<file path="src/rtl/i2c_resp_pkg.sv">
// ----------------------------------------------------------------------------
// i2c_resp_pkg
// Shared types and constants for the I2C target responder.
//   i2c_resp_state_t : byte-level FSM states of the responder
//   I2C_RW_READ      : value of the R/W bit that requests a read
//   BIT_CNT_W        : width of the per-byte bit counter (counts 0..9)
// ----------------------------------------------------------------------------
package i2c_resp_pkg;

   typedef enum logic [3:0] {
      IDLE,
      ADDR,
      ADDR_ACK,
      PTR,
      PTR_ACK,
      WR,
      WR_ACK,
      RD,
      RD_ACK,
      IGNORE
   } i2c_resp_state_t;

   localparam logic I2C_RW_READ = 1'b1;

   // 8 data bits plus the ACK phase; value 9 marks "ACK bit clocked".
   localparam int BIT_CNT_W = 4;

endpackage

</file>
<file path="src/rtl/i2c_line_sync.sv">
// ----------------------------------------------------------------------------
// i2c_line_sync
// Brings the raw SCL/SDA bus levels into the clk domain and produces one-cycle
// event pulses. Every pulse is registered, so an event appears 3 clk cycles
// after the bus edge (two synchronizer flops plus the pulse register).
// Ports:
//   clk, rst   : system clock, synchronous active-high reset
//   scl_raw    : raw SCL level
//   sda_raw    : raw SDA level
//   sda_s      : synchronized SDA sample aligned with the event pulses
//   scl_rise   : SCL rising edge pulse
//   scl_fall   : SCL falling edge pulse
//   start_det  : SDA fall while SCL high
//   stop_det   : SDA rise while SCL high
// ----------------------------------------------------------------------------
module i2c_line_sync (
   input  logic clk,
   input  logic rst,
   input  logic scl_raw,
   input  logic sda_raw,
   output logic sda_s,
   output logic scl_rise,
   output logic scl_fall,
   output logic start_det,
   output logic stop_det
);

   logic [1:0] scl_sync;
   logic [1:0] sda_sync;
   logic       scl_prev;
   logic       sda_prev;

   // The synchronizers reset to the idle bus level (high) so leaving reset
   // on an idle bus never produces a false START or edge.
   always_ff @(posedge clk) begin
      if (rst) begin
         scl_sync  <= 2'b11;
         sda_sync  <= 2'b11;
         scl_prev  <= 1'b1;
         sda_prev  <= 1'b1;
         scl_rise  <= 1'b0;
         scl_fall  <= 1'b0;
         start_det <= 1'b0;
         stop_det  <= 1'b0;
      end else begin
         scl_sync  <= {scl_sync[0], scl_raw};
         sda_sync  <= {sda_sync[0], sda_raw};
         scl_prev  <= scl_sync[1];
         sda_prev  <= sda_sync[1];
         scl_rise  <= scl_sync[1] & ~scl_prev;
         scl_fall  <= ~scl_sync[1] & scl_prev;
         start_det <= scl_sync[1] & scl_prev & sda_prev & ~sda_sync[1];
         stop_det  <= scl_sync[1] & scl_prev & ~sda_prev & sda_sync[1];
      end
   end

   // sda_prev holds the sample that produced the current pulse.
   assign sda_s = sda_prev;

endmodule

</file>
<file path="src/rtl/i2c_slave_responder.sv">
// ----------------------------------------------------------------------------
// i2c_slave_responder
// I2C target answering SLAVE_ADDR, backed by a MEM_DEPTH-byte register file
// addressed through a persistent register pointer. Write transfers load the
// pointer with the first byte and store the following bytes; read transfers
// return bytes from the pointer onward. The pointer auto-increments and wraps.
// Optional build macro I2C_RESP_STRETCH_EN: hold SCL low for STRETCH_CYCLES
// clocks after each ACK bit of PTR/WR/RD bytes; otherwise scl_oe_o is 0.
// Ports:
//   clk_i, rst_i : system clock (>= 8x SCL), synchronous active-high reset
//   scl_i, sda_i : raw bus levels
//   sda_oe_o     : 1 pulls SDA low
//   scl_oe_o     : 1 pulls SCL low (clock stretch)
//   busy_o       : address-matched transfer in progress (until STOP)
//   wr_strobe_o  : one-cycle pulse per committed byte; wr_ptr_o/wr_data_o
//                  carry the address and byte and are only meaningful in the
//                  strobe cycle (no back-pressure: consumers must take it)
// ----------------------------------------------------------------------------
module i2c_slave_responder
   import i2c_resp_pkg::*;
#(
   parameter logic [6:0] SLAVE_ADDR     = 7'h22,
   parameter int         MEM_DEPTH      = 16,
   parameter int         STRETCH_CYCLES = 8
) (
   input  logic                         clk_i,
   input  logic                         rst_i,
   input  logic                         scl_i,
   input  logic                         sda_i,
   output logic                         sda_oe_o,
   output logic                         scl_oe_o,
   output logic                         busy_o,
   output logic                         wr_strobe_o,
   output logic [$clog2(MEM_DEPTH)-1:0] wr_ptr_o,
   output logic [7:0]                   wr_data_o
);

   localparam int PTR_W = $clog2(MEM_DEPTH);

   i2c_resp_state_t       state, state_next;
   logic [BIT_CNT_W-1:0]  bit_cnt, cnt_next;
   logic [7:0]            shreg;
   logic [7:0]            rx_byte;
   logic [PTR_W-1:0]      ptr;
   logic [7:0]            mem [MEM_DEPTH];
   logic                  fall_d;
   logic                  sda_drive;
   logic                  addr_hit;
   logic                  stretching;

   logic sda_s, scl_rise, scl_fall, start_det, stop_det;
   logic scl_rise_g, scl_fall_g;

   logic shift_en, ptr_load, ptr_inc, mem_wr, rd_load, busy_set;

   i2c_line_sync u_sync (
      .clk       (clk_i),
      .rst       (rst_i),
      .scl_raw   (scl_i),
      .sda_raw   (sda_i),
      .sda_s     (sda_s),
      .scl_rise  (scl_rise),
      .scl_fall  (scl_fall),
      .start_det (start_det),
      .stop_det  (stop_det)
   );

   // Edges seen while this block holds SCL low are not controller clocks.
   assign scl_rise_g = scl_rise & ~stretching;
   assign scl_fall_g = scl_fall & ~stretching;

   assign rx_byte  = {shreg[6:0], sda_s};
   assign addr_hit = (rx_byte[7:1] == SLAVE_ADDR);

   always_ff @(posedge clk_i) begin
      if (rst_i) state <= IDLE;
      else       state <= state_next;
   end

   // Byte FSM. bit_cnt counts SCL rises within a byte; in ACK states it is 8
   // until the ACK-bit rise (sets 9), and the following fall closes the byte.
   always_comb begin
      state_next = state;
      cnt_next   = bit_cnt;
      shift_en   = 1'b0;
      ptr_load   = 1'b0;
      ptr_inc    = 1'b0;
      mem_wr     = 1'b0;
      rd_load    = 1'b0;
      busy_set   = 1'b0;
      if (stop_det) begin
         state_next = IDLE;
         cnt_next   = '0;
      end else if (start_det) begin
         state_next = ADDR;
         cnt_next   = '0;
      end else if (scl_rise_g) begin
         case (state)
            ADDR, PTR, WR: begin
               shift_en = 1'b1;
               cnt_next = bit_cnt + 1'b1;
               if (bit_cnt == BIT_CNT_W'(7)) begin
                  if (state == ADDR) begin
                     if (addr_hit) begin
                        state_next = ADDR_ACK;
                        busy_set   = 1'b1;
                     end else begin
                        state_next = IGNORE;
                     end
                  end else if (state == PTR) begin
                     ptr_load   = 1'b1;
                     state_next = PTR_ACK;
                  end else begin
                     mem_wr     = 1'b1;
                     state_next = WR_ACK;
                  end
               end
            end
            ADDR_ACK, PTR_ACK, WR_ACK: begin
               if (bit_cnt == BIT_CNT_W'(8)) cnt_next = BIT_CNT_W'(9);
            end
            RD: begin
               cnt_next = bit_cnt + 1'b1;
               if (bit_cnt == BIT_CNT_W'(7)) state_next = RD_ACK;
            end
            RD_ACK: begin
               if (bit_cnt == BIT_CNT_W'(8)) begin
                  if (!sda_s) begin
                     ptr_inc  = 1'b1;
                     cnt_next = BIT_CNT_W'(9);
                  end else begin
                     state_next = IGNORE;
                  end
               end
            end
            default: ;
         endcase
      end else if (scl_fall_g && bit_cnt == BIT_CNT_W'(9)) begin
         case (state)
            ADDR_ACK: begin
               cnt_next = '0;
               if (shreg[0] == I2C_RW_READ) begin
                  state_next = RD;
                  rd_load    = 1'b1;
               end else begin
                  state_next = PTR;
               end
            end
            PTR_ACK: begin
               cnt_next   = '0;
               state_next = WR;
            end
            WR_ACK: begin
               cnt_next   = '0;
               state_next = WR;
               ptr_inc    = 1'b1;
            end
            RD_ACK: begin
               cnt_next   = '0;
               state_next = RD;
               rd_load    = 1'b1;
            end
            default: ;
         endcase
      end
   end

   // SDA level to present for the bit that follows the latest SCL fall.
   always_comb begin
      sda_drive = 1'b0;
      case (state)
         ADDR_ACK, PTR_ACK, WR_ACK: sda_drive = (bit_cnt == BIT_CNT_W'(8));
         RD: if (bit_cnt < BIT_CNT_W'(8)) sda_drive = ~shreg[3'd7 - bit_cnt[2:0]];
         default: ;
      endcase
   end

   always_ff @(posedge clk_i) begin
      if (rst_i) begin
         bit_cnt     <= '0;
         shreg       <= '0;
         ptr         <= '0;
         fall_d      <= 1'b0;
         sda_oe_o    <= 1'b0;
         busy_o      <= 1'b0;
         wr_strobe_o <= 1'b0;
         wr_ptr_o    <= '0;
         wr_data_o   <= '0;
         for (int i = 0; i < MEM_DEPTH; i++) mem[i] <= '0;
      end else begin
         bit_cnt     <= cnt_next;
         fall_d      <= scl_fall_g;
         wr_strobe_o <= mem_wr;
         if (shift_en)     shreg <= rx_byte;
         else if (rd_load) shreg <= mem[ptr];
         if (ptr_load)     ptr <= rx_byte[PTR_W-1:0];
         else if (ptr_inc) ptr <= ptr + 1'b1;
         if (mem_wr) begin
            mem[ptr]  <= rx_byte;
            wr_ptr_o  <= ptr;
            wr_data_o <= rx_byte;
         end
         if (busy_set)      busy_o <= 1'b1;
         else if (stop_det) busy_o <= 1'b0;
         // SDA only moves one cycle after a seen SCL fall (hold time),
         // except that START/STOP release it at once.
         if (start_det || stop_det) sda_oe_o <= 1'b0;
         else if (fall_d)           sda_oe_o <= sda_drive;
      end
   end

`ifdef I2C_RESP_STRETCH_EN
   localparam int SW = $clog2(STRETCH_CYCLES + 1);
   logic [SW-1:0] stretch_cnt;
   logic          ack_fall;

   assign ack_fall = scl_fall_g && (bit_cnt == BIT_CNT_W'(9)) &&
                     (state inside {PTR_ACK, WR_ACK, RD_ACK});
   assign stretching = scl_oe_o;

   always_ff @(posedge clk_i) begin
      if (rst_i || start_det || stop_det) begin
         stretch_cnt <= '0;
         scl_oe_o    <= 1'b0;
      end else if (ack_fall) begin
         stretch_cnt <= SW'(STRETCH_CYCLES);
         scl_oe_o    <= 1'b1;
      end else if (stretch_cnt != '0) begin
         stretch_cnt <= stretch_cnt - SW'(1);
         if (stretch_cnt == SW'(1)) scl_oe_o <= 1'b0;
      end
   end
`else
   assign stretching = 1'b0;
   assign scl_oe_o   = 1'b0;
`endif

endmodule

</file>
<file path="config.mk">
export PLATFORM = sky130hd
export DESIGN_NAME = i2c_slave_responder
export DESIGN_NICKNAME = d
export VERILOG_FILES = /design/src/rtl/i2c_resp_pkg.sv /design/src/rtl/i2c_line_sync.sv /design/src/rtl/i2c_slave_responder.sv
export SDC_FILE = /design/constraint.sdc
export NUM_CORES = 1
export LEC_CHECK = 0
export ABC_AREA = 1
export BUFFER_PORTS_ARGS = -buffer_cell sky130_fd_sc_hd__buf_2
export CELL_PAD_IN_SITES_DETAIL_PLACEMENT = 1
export CELL_PAD_IN_SITES_GLOBAL_PLACEMENT = 2
export CORE_MARGIN = 3
export CORE_UTILIZATION = 35
export CTS_CLUSTER_DIAMETER = 60
export DETAILED_ROUTE_END_ITERATION = 8
export HOLD_SLACK_MARGIN = 0.12
export PLACE_DENSITY_LB_ADDON = 0.1
export SLEW_MARGIN = 20
export SYNTH_ARGS = -nofsm -noshare
export SYNTH_HDL_FRONTEND = slang
export SYNTH_HIERARCHICAL = 1
export SYNTH_SLANG_ARGS = --single-unit
export TNS_END_PERCENT = 5
</file>
<file path="constraint.sdc">
create_clock -name clk_i -period 5.18 [get_ports clk_i]
set_input_delay 0.259 -clock clk_i [delete_from_list [all_inputs] [get_ports clk_i]]
set_output_delay 0.259 -clock clk_i [all_outputs]
set_load 0.02 [all_outputs]
</file>
==> flow_summary.toml, run 1 <==
[status]
status = "complete, no violations"

[clocking]
cts_max_path_buffers = 2
cts_tree = "done"
cts_buffers = 17
clkTransAtPathRegs_ns = 0.08
clk-insertion-delay-late_ns = 0.43
cts_resized = 0
post-cts-setup-buffers = 0
cts.sinks = 178
htreeDepth = 4
ctsHoldBuffers = 2
cts_root_buf = "clkbuf_16"

[floorplan]
coreArea_um2 = 24600
die_x_um = 165.3
boundaryPins = 20
chipHeight_um = 165.3
dieArea_um2 = 27310
initial_core_util = 0.3608
placementRows = 57

[logic_synthesis]
synth-edff-count = 128
synth_warnings = 6
syn_inst = 1063
synth_flop_cell = "edfxtp_1"
ys_ff_latch = 178
async_reset_ff_frac = 0
synth_area_per_cell_um2 = 8.351
synthDistinctLibCells = 31
synth-seq-area-share = 0.5457
netlist_area_um2 = 8877
syn_nets = 1073

[global_route]
grt_usage = 0.2101
grt_pass1_vias = 6892
overflow = 0
antenna_found_initial = 0
grt_max_degree = 69
grt_pass1_wl_um = 42150

[setup_path]
critPathArrivalTime_ns = 3.39
path_buf_inv = 1
cp.required_ns = 5.27
crit_chain = "inv_1, nor2_1, nand2_2, nor3_4, nand3_4, nor2_8, nand3_2, nand2_1"
start_kind = "register"
worstSetupPathType = "reg2reg"
slowest_stage = "nor2_8"
path_max_fanout = 17
critPathTopFamily = "simple AND/OR/NAND/NOR gates"
cp-end-kind = "register"
cp_slowest_stage_delay_ns = 0.55

[min_path]
hold_class = "in2reg"

[pwr]
powerDensity_nw_per_um2 = 300.1
p_leak_nw = 3.890
finalPower_mw = 2.960
peakVddDrop_uv = 157.4

[flow_run]
cap_violations = 0

[place]
pre_cts_ws_ns = 1.844
port_buffers = 18
hpwl_um = 19070
post-place-cells = 1369
gp_congestion = 0.8209

[sta]
finalClockSkew_ns = 0.01246
setup-violations-final = 0
hold_slack_ns = 0.2801
fin_tns_setup_ns = 0
period_share = 0.6362
final-hold-violation-count = 0
slew_violations = 0
fin_ws_ns = 1.884
slew_headroom = 0.2151
timing.fmax_mhz = 303.4
rsz0062_at_grt = "no"
worst_pin_slew_ns = 1.176
finalCriticalPeriod_ns = 3.296

[final_layout]
drive_gt1_frac = 0.1381
fin_cells = 1403
syn2layout_area_growth_pct = 11.11
final_common_cell = "nand2_1"
final_cell_mix = "nand2_1, nor2_1, edfxtp_1"
diodes = 0
final_nets = 1076

[routing]
via_per_inst = 4.841
ant_nets = 0
vias = 6792
route.detailed.drc = 0
dr.pass1.iters = 5
drt_wl_total_um = 27630
wire_per_inst_um = 19.69
first_iter_violations = 544
-- final cells by class --
type,instances,area (um2)
fillers,2942,14740
flip-flops and latches,178,4846
multi-input cells,714,3369
inverters,125,469.2
clock buffers,17,425.4
well taps,324,405.4
repair buffers,30,185.2
clock inverters,15,162.7
-- sequential cells by signal, indices dropped and copies added (netlist names), 2 cells and up, named ones only --
name / flops
bit_cnt: 4
mem: 128
ptr: 4
shreg: 8
state: 4
u_sync/scl_sync: 2
u_sync/sda_sync: 2
wr_data_o: 8
wr_ptr_o: 4
-- final timing paths --
| path | startpoint | endpoint | slack, ns | cells past startpoint |
|---|---|---|---|---|
| setup reg to reg | u_sync/scl_rise | mem[9][3] | 1.88 | 8 |
| hold reg to reg | u_sync/sda_sync[0] | u_sync/sda_sync[1] | 0.41 | 1 |
| setup / recovery | u_sync/scl_rise | mem[9][3] | 1.88 | 8 |
| hold / removal | rst_i | u_sync/scl_fall | 0.28 | 2 |
-- cells in the mapped netlist, types with 2 or more instances --
cell | instances | area (um2)
or2_1 | 4 | 25.02
nand3_2 | 7 | 70.07
edfxtp_1 | 128 | 3844
inv_2 | 2 | 7.510
buf_1 | 4 | 15.01
a21oi_1 | 21 | 105.1
clkbuf_1 | 39 | 146.4
o21ai_0 | 21 | 105.1
clkinv_1 | 8 | 30.03
nand2_1 | 262 | 983.4
nor2_2 | 48 | 300.3
xor2_1 | 3 | 26.28
ha_1 | 6 | 75.07
or2_2 | 17 | 106.4
inv_1 | 115 | 431.7
nand3_4 | 10 | 175.2
nor3_1 | 3 | 15.01
nand3_1 | 118 | 590.6
dfxtp_1 | 50 | 1001
nor2_1 | 180 | 675.7
nand4_1 | 7 | 43.79
-- metrics by stage --
stage          utilization  cell area (um2)
2_1_floorplan            -             8877
3_3_place_gp        0.3762             9255
3_5_place_dp        0.3762             9255
4_1_cts             0.4009             9863
5_1_grt             0.4009             9863
6_report            0.4009             9863
-- layer usage --
| metal | GRT usage | vias to the layer above | wire length [um] |
|---|---|---|---|
| met3 | 0.02444 | 25 | 780 |
| li1 | - | 3388 | - |
| met2 | 0.3440 | 101 | 12840 |
| met1 | 0.2985 | 3278 | 13650 |
| met5 | 0 | - | 0 |
| met4 | 0.04956 | 0 | 360 |
-- report_power, final --
part	total, mW	switching (mW)	internal [mW]
Sequential	1.58	0.0151	1.56
Clock	1.29	0.646	0.649
Combinational	0.0862	0.0644	0.0218
-- worst reg2reg max path, delay by kind of cell (launching register included) --
kind	cells	cell delay [ns]
buf+inv	1	0.20
flops	1	0.53
simple gates	7	2.24
-- kinds of logic (layout without fill, tap and decap cells) --
group	Yosys count	in the layout	share of synthesized area
simple gates	660	660	0.3424
buf+inv	171	187	0.07470
compound gates	44	44	0.02537
fa+ha+maj	6	6	0.008456
flops	178	178	0.5457
other cells	1	1	0.0004224
xor+xnor	3	3	0.002960
No activity file was read; power rests on OpenSTA's default activity.
==> inputs of run 2 (changes only) <==
clock period = 3 ns   (was 5.18 ns; I/O delays follow)
==> run 2 against run 1 <==
Worst setup slack lost 1.5 ns. Worst hold slack got worse by 0.10 ns. Clock skew down 0.0020 ns. Utilization is 0.56 points higher. Clock power grew 72%. Cell count grew 1.1%. Die area is the same. Critical endpoint is now mem[2][1].
==> flow_summary.toml, run 2 (synthesis gave the netlist of run 1 again) <==
[setup_path]
path_buf_inv = 1
cp-end-kind = "register"
slowest_stage = "dfxtp_1"
cp_slowest_stage_delay_ns = 0.45
crit_chain = "ha_1, nand2_1, nor2_1, nand3_4, nor2_8, buf_12, nand3_2, nand2_1"
cp.required_ns = 3.10
start_kind = "register"
path_max_fanout = 14
cp_common_cell = "nand2_1"
critPathArrivalTime_ns = 2.73
critPathTopFamily = "simple AND/OR/NAND/NOR gates"
worstSetupPathType = "reg2reg"

[clocking]
cts_root_buf = "clkbuf_16"
cts_buffers = 17
clk-insertion-delay-late_ns = 0.43
ctsHoldBuffers = 2
cts_tree = "done"
htreeDepth = 4
post-cts-setup-buffers = 0
cts_max_path_buffers = 2
cts_resized = 0
cts.sinks = 178
clkTransAtPathRegs_ns = 0.08

[flow_run]
cap_violations = 0

[global_route]
grt_pass1_vias = 7087
antenna_found_initial = 0
grt_max_degree = 45
overflow = 0
grt_pass1_wl_um = 42110
grt_usage = 0.2102

[sta]
timing.fmax_mhz = 379.9
finalClockSkew_ns = 0.01049
finalCriticalPeriod_ns = 2.632
period_share = 0.8774
slew_violations = 0
fin_tns_setup_ns = 0
final-hold-violation-count = 0
rsz0062_at_grt = "no"
slew_headroom = 0.3296
setup-violations-final = 0
fin_ws_ns = 0.3679
worst_pin_slew_ns = 1.004

[floorplan]
coreArea_um2 = 24600
dieArea_um2 = 27310
initial_core_util = 0.3608
chipHeight_um = 165.3
die_x_um = 165.3
placementRows = 57
boundaryPins = 20

[final_layout]
final_common_cell = "nand2_1"
diodes = 0
nFillCells = 2888
final_nets = 1091
drive_gt1_frac = 0.1499
registers.top_by_ff_count = "mem"
multiInputGateArea_um2 = 3369
register_area_um2 = 4846
top_regs = "mem (128), shreg (8), wr_data_o (8)"
largest_reg_flops = 128
fin_cells = 1418
syn2layout_area_growth_pct = 12.66
final_cell_mix = "nand2_1, nor2_1, edfxtp_1"

[routing]
route.detailed.drc = 0
wire_per_inst_um = 19.33
first_iter_violations = 490
drt_wl_total_um = 27410
ant_nets = 0
dr.pass1.iters = 5
vias = 6913
via_per_inst = 4.875

[place]
hpwl_um = 19480
gp_congestion = 0.8426
port_buffers = 18
post-place-cells = 1384
pre_cts_ws_ns = 0.3412

[pwr]
peakVddDrop_uv = 336.5
powerDensity_nw_per_um2 = 509.9
finalPower_mw = 5.099
p_leak_nw = 3.980

[min_path]
hold_class = "in2reg"

[status]
status = "complete, no violations"
==> run 2: cell types whose count changed in the layout (fill, tap and decap cells not counted), sizes merged <==
cell    delta
buf       +15
clkinv     -3
inv        +2
clkbuf     +1
==> run 2: final cells by class <==
| type | instances | share of cell area |
|---|---|---|
| flip-flops and latches | 178 | 0.4846 |
| clock buffers | 18 | 0.04391 |
| inverters | 125 | 0.04692 |
| clock inverters | 14 | 0.01364 |
| well taps | 324 | 0.04054 |
| multi-input cells | 714 | 0.3369 |
| repair buffers | 45 | 0.03353 |
==> run 2: through the flow <==
step / cell area (um2) / hold WS [ns] / util
2_1_floorplan: 8877 / 0.2216 / -
3_3_place_gp: 9405 / 0.3282 / 0.3823
3_5_place_dp: 9405 / 0.3342 / 0.3823
4_1_cts: 10000 / 0.1700 / 0.4065
5_1_grt: 10000 / 0.1963 / 0.4065
6_report: 10000 / 0.1799 / 0.4065
==> run 2: worst paths after layout <==
kind	cells past startpoint	end	startpoint	slack [ns]
setup / recovery	8	mem[2][1]	bit_cnt[1]	0.37
hold / removal	3	fall_d	rst_i	0.18
setup reg to reg	8	mem[2][1]	bit_cnt[1]	0.37
hold reg to reg	1	u_sync/sda_sync[1]	u_sync/sda_sync[0]	0.41
==> run 2: routing by layer <==
layer / vias to the layer above / GRT usage / share of wire
met5: - / 0 / 0
met4: 0 / 0.06176 / 0.019
met3: 30 / 0.02295 / 0.022
met2: 94 / 0.3526 / 0.48
met1: 3368 / 0.2876 / 0.48
li1: 3421 / - / -
==> run 2: power breakdown <==
| group | switching [mW] | internal, mW |
|---|---|---|
| clock | 1.09 | 1.13 |
| combinational | 0.110 | 0.0396 |
| sequential | 0.0268 | 2.70 |
==> run 2: worst reg2reg max path, cell delays in order (launching register included) <==
cell,delay [ns]
dfxtp_1,0.45
ha_1,0.21
nand2_1,0.07
nor2_1,0.24
nand3_4,0.22
nor2_8,0.39
buf_12,0.22
nand3_2,0.16
nand2_1,0.34
==> inputs of run 3 (changes only) <==
BUFFER_PORTS_ARGS = -buffer_cell sky130_fd_sc_hd__buf_4   (was -buffer_cell sky130_fd_sc_hd__buf_2)
CELL_PAD_IN_SITES_DETAIL_PLACEMENT = default   (was 1)
CELL_PAD_IN_SITES_GLOBAL_PLACEMENT = default   (was 2)
PLACE_DENSITY_LB_ADDON = default   (was 0.1)
clock period = 3.35 ns   (was 3 ns; I/O delays follow)
==> run 3 against run 2 <==
Sequential share of layout area fell by 0.061 points. Register-to-register slack better by 0.11 ns. Worst hold slack improved by 0.23 ns. Clock-buffer cell count is 1 lower. Largest power group unchanged. Highest routed layer unchanged.
==> flow_summary.toml, run 3 (synthesis gave the netlist of run 1 again) <==
[status]
status = "complete, no violations"

[global_route]
antenna_found_initial = 0
grt_pass1_wl_um = 35960
grt_usage = 0.1736
grt_max_degree = 69
overflow = 0
grt_pass1_vias = 6539

[setup_path]
critPathArrivalTime_ns = 2.97
start_kind = "register"
cp-end-kind = "register"
path_max_fanout = 14
cp.required_ns = 3.44
crit_chain = "ha_1, nand2_1, nor2_1, nand3_4, nor2_8, buf_12, nand3_2, nand2_1"
cp_slowest_stage_delay_ns = 0.55
cp_common_cell = "nand2_1"
worstSetupPathType = "reg2reg"
path_buf_inv = 1
critPathTopFamily = "simple AND/OR/NAND/NOR gates"
slowest_stage = "dfxtp_1"

[clocking]
htreeDepth = 4
clkTransAtPathRegs_ns = 0.07
clk-insertion-delay-late_ns = 0.44
cts_tree = "done"
cts_max_path_buffers = 2
cts_resized = 0
cts_root_buf = "clkbuf_16"
cts.sinks = 178
cts_buffers = 17
post-cts-setup-buffers = 0

[pwr]
comb_power_share = 0.027
peakVddDrop_uv = 339.5
clock_power_share = 0.452
internal_power_mw = 3.666
power_frac_seq = 0.520
p_sw_frac = 0.2192
p_sw_mw = 1.029
powerDensity_nw_per_um2 = 468.9
p_leak_nw = 3.941

[flow_run]
cap_violations = 0

[sta]
rsz0062_at_grt = "no"
setup-violations-final = 0
finalClockSkew_ns = 0.01436
fin_tns_setup_ns = 0
period_share = 0.8585
finalCriticalPeriod_ns = 2.876
slew_headroom = 0.3381
worst_pin_slew_ns = 0.9918
timing.fmax_mhz = 347.7
fin_ws_ns = 0.4741
hold_slack_ns = 0.4063
slew_violations = 0
final-hold-violation-count = 0

[final_layout]
fin_util = 0.4070
nFillCells = 2423
registers.top_by_ff_count = "mem"
syn2layout_area_growth_pct = 12.80
top_regs = "mem (128), shreg (8), wr_data_o (8)"
fin_cells = 1408
final_nets = 1081
multiInputGateArea_um2 = 3369
diodes = 0
final_cell_mix = "nand2_1, nor2_1, edfxtp_1"
largest_reg_flops = 128
drive_gt1_frac = 0.1411
final_common_cell = "nand2_1"
register_area_um2 = 4846

[routing]
drt_wl_total_um = 22450
route.detailed.drc = 0
vias = 6837
via_per_inst = 4.856
ant_nets = 0
first_iter_violations = 673
dr.pass1.iters = 5
wire_per_inst_um = 15.95

[floorplan]
boundaryPins = 20
coreArea_um2 = 24600
die_x_um = 165.3
dieArea_um2 = 27310
initial_core_util = 0.3608
placementRows = 57
chipHeight_um = 165.3

[min_path]
hold_class = "reg2reg"

[place]
hpwl_um = 15230
gp_congestion = 0.9050
port_buffers = 18
post-place-cells = 1373
pre_cts_ws_ns = 0.5143
## run 3: layout make-up
cell class | count | share of cell area
Clock buffer | 17 | 0.04248
Clock inverter | 15 | 0.02149
Timing Repair Buffer | 35 | 0.02824
Tap cell | 324 | 0.04048
Multi-Input combinational cell | 714 | 0.3365
Inverter | 125 | 0.04686
Sequential cell | 178 | 0.4839
## run 3: metal layers
layer,GRT usage,up-vias,share of wire,routed length (um)
met4,0.06862,0,0.036,802
met2,0.2715,221,0.45,10160
li1,-,3404,-,-
met3,0.02943,56,0.062,1400
met1,0.2402,3156,0.45,10090
met5,0,-,0,0
## run 3: worst paths after layout
| kind | startpoint | endpoint | slack [ns] | depth (start not counted) |
|---|---|---|---|---|
| max | bit_cnt[0] | mem[9][2] | 0.47 | 8 |
| max reg2reg | bit_cnt[0] | mem[9][2] | 0.47 | 8 |
| min | u_sync/sda_sync[0] | u_sync/sda_sync[1] | 0.41 | 1 |
| min reg2reg | u_sync/sda_sync[0] | u_sync/sda_sync[1] | 0.41 | 1 |
## run 3: power by group through the flow
| stage | Clock, mW | Combinational [mW] | Sequential [mW] |
|---|---|---|---|
| 2_1_floorplan | 0 | 0.0904 | 2.48 |
| 3_3_place_gp | 0 | 0.125 | 2.49 |
| 3_5_place_dp | 0 | 0.126 | 2.49 |
| 4_1_cts | 2.15 | 0.129 | 2.44 |
| 5_1_grt | 2.24 | 0.147 | 2.45 |
| 6_report | 2.12 | 0.128 | 2.44 |
## run 3: worst register-to-register path, delay by kind of cell (launching register included)
family,cells,cell delay (ns)
and+or+nand+nor,6,1.53
DFF,1,0.55
adders and majority gates,1,0.23
buffers and inverters,1,0.22
## run 3: metrics by stage
stage	area (um2)	power [mW]
4_1_cts	10010	4.721
2_1_floorplan	8877	2.574
5_1_grt	10010	4.836
6_report	10010	4.696
3_5_place_dp	9343	2.618
3_3_place_gp	9343	2.617
## run 3: timing repair
action | CTS | global route
hold endpoints to repair | 11 | 0
hold buffers | 3 | 0
endpoints found under the setup margin | 0 | 0
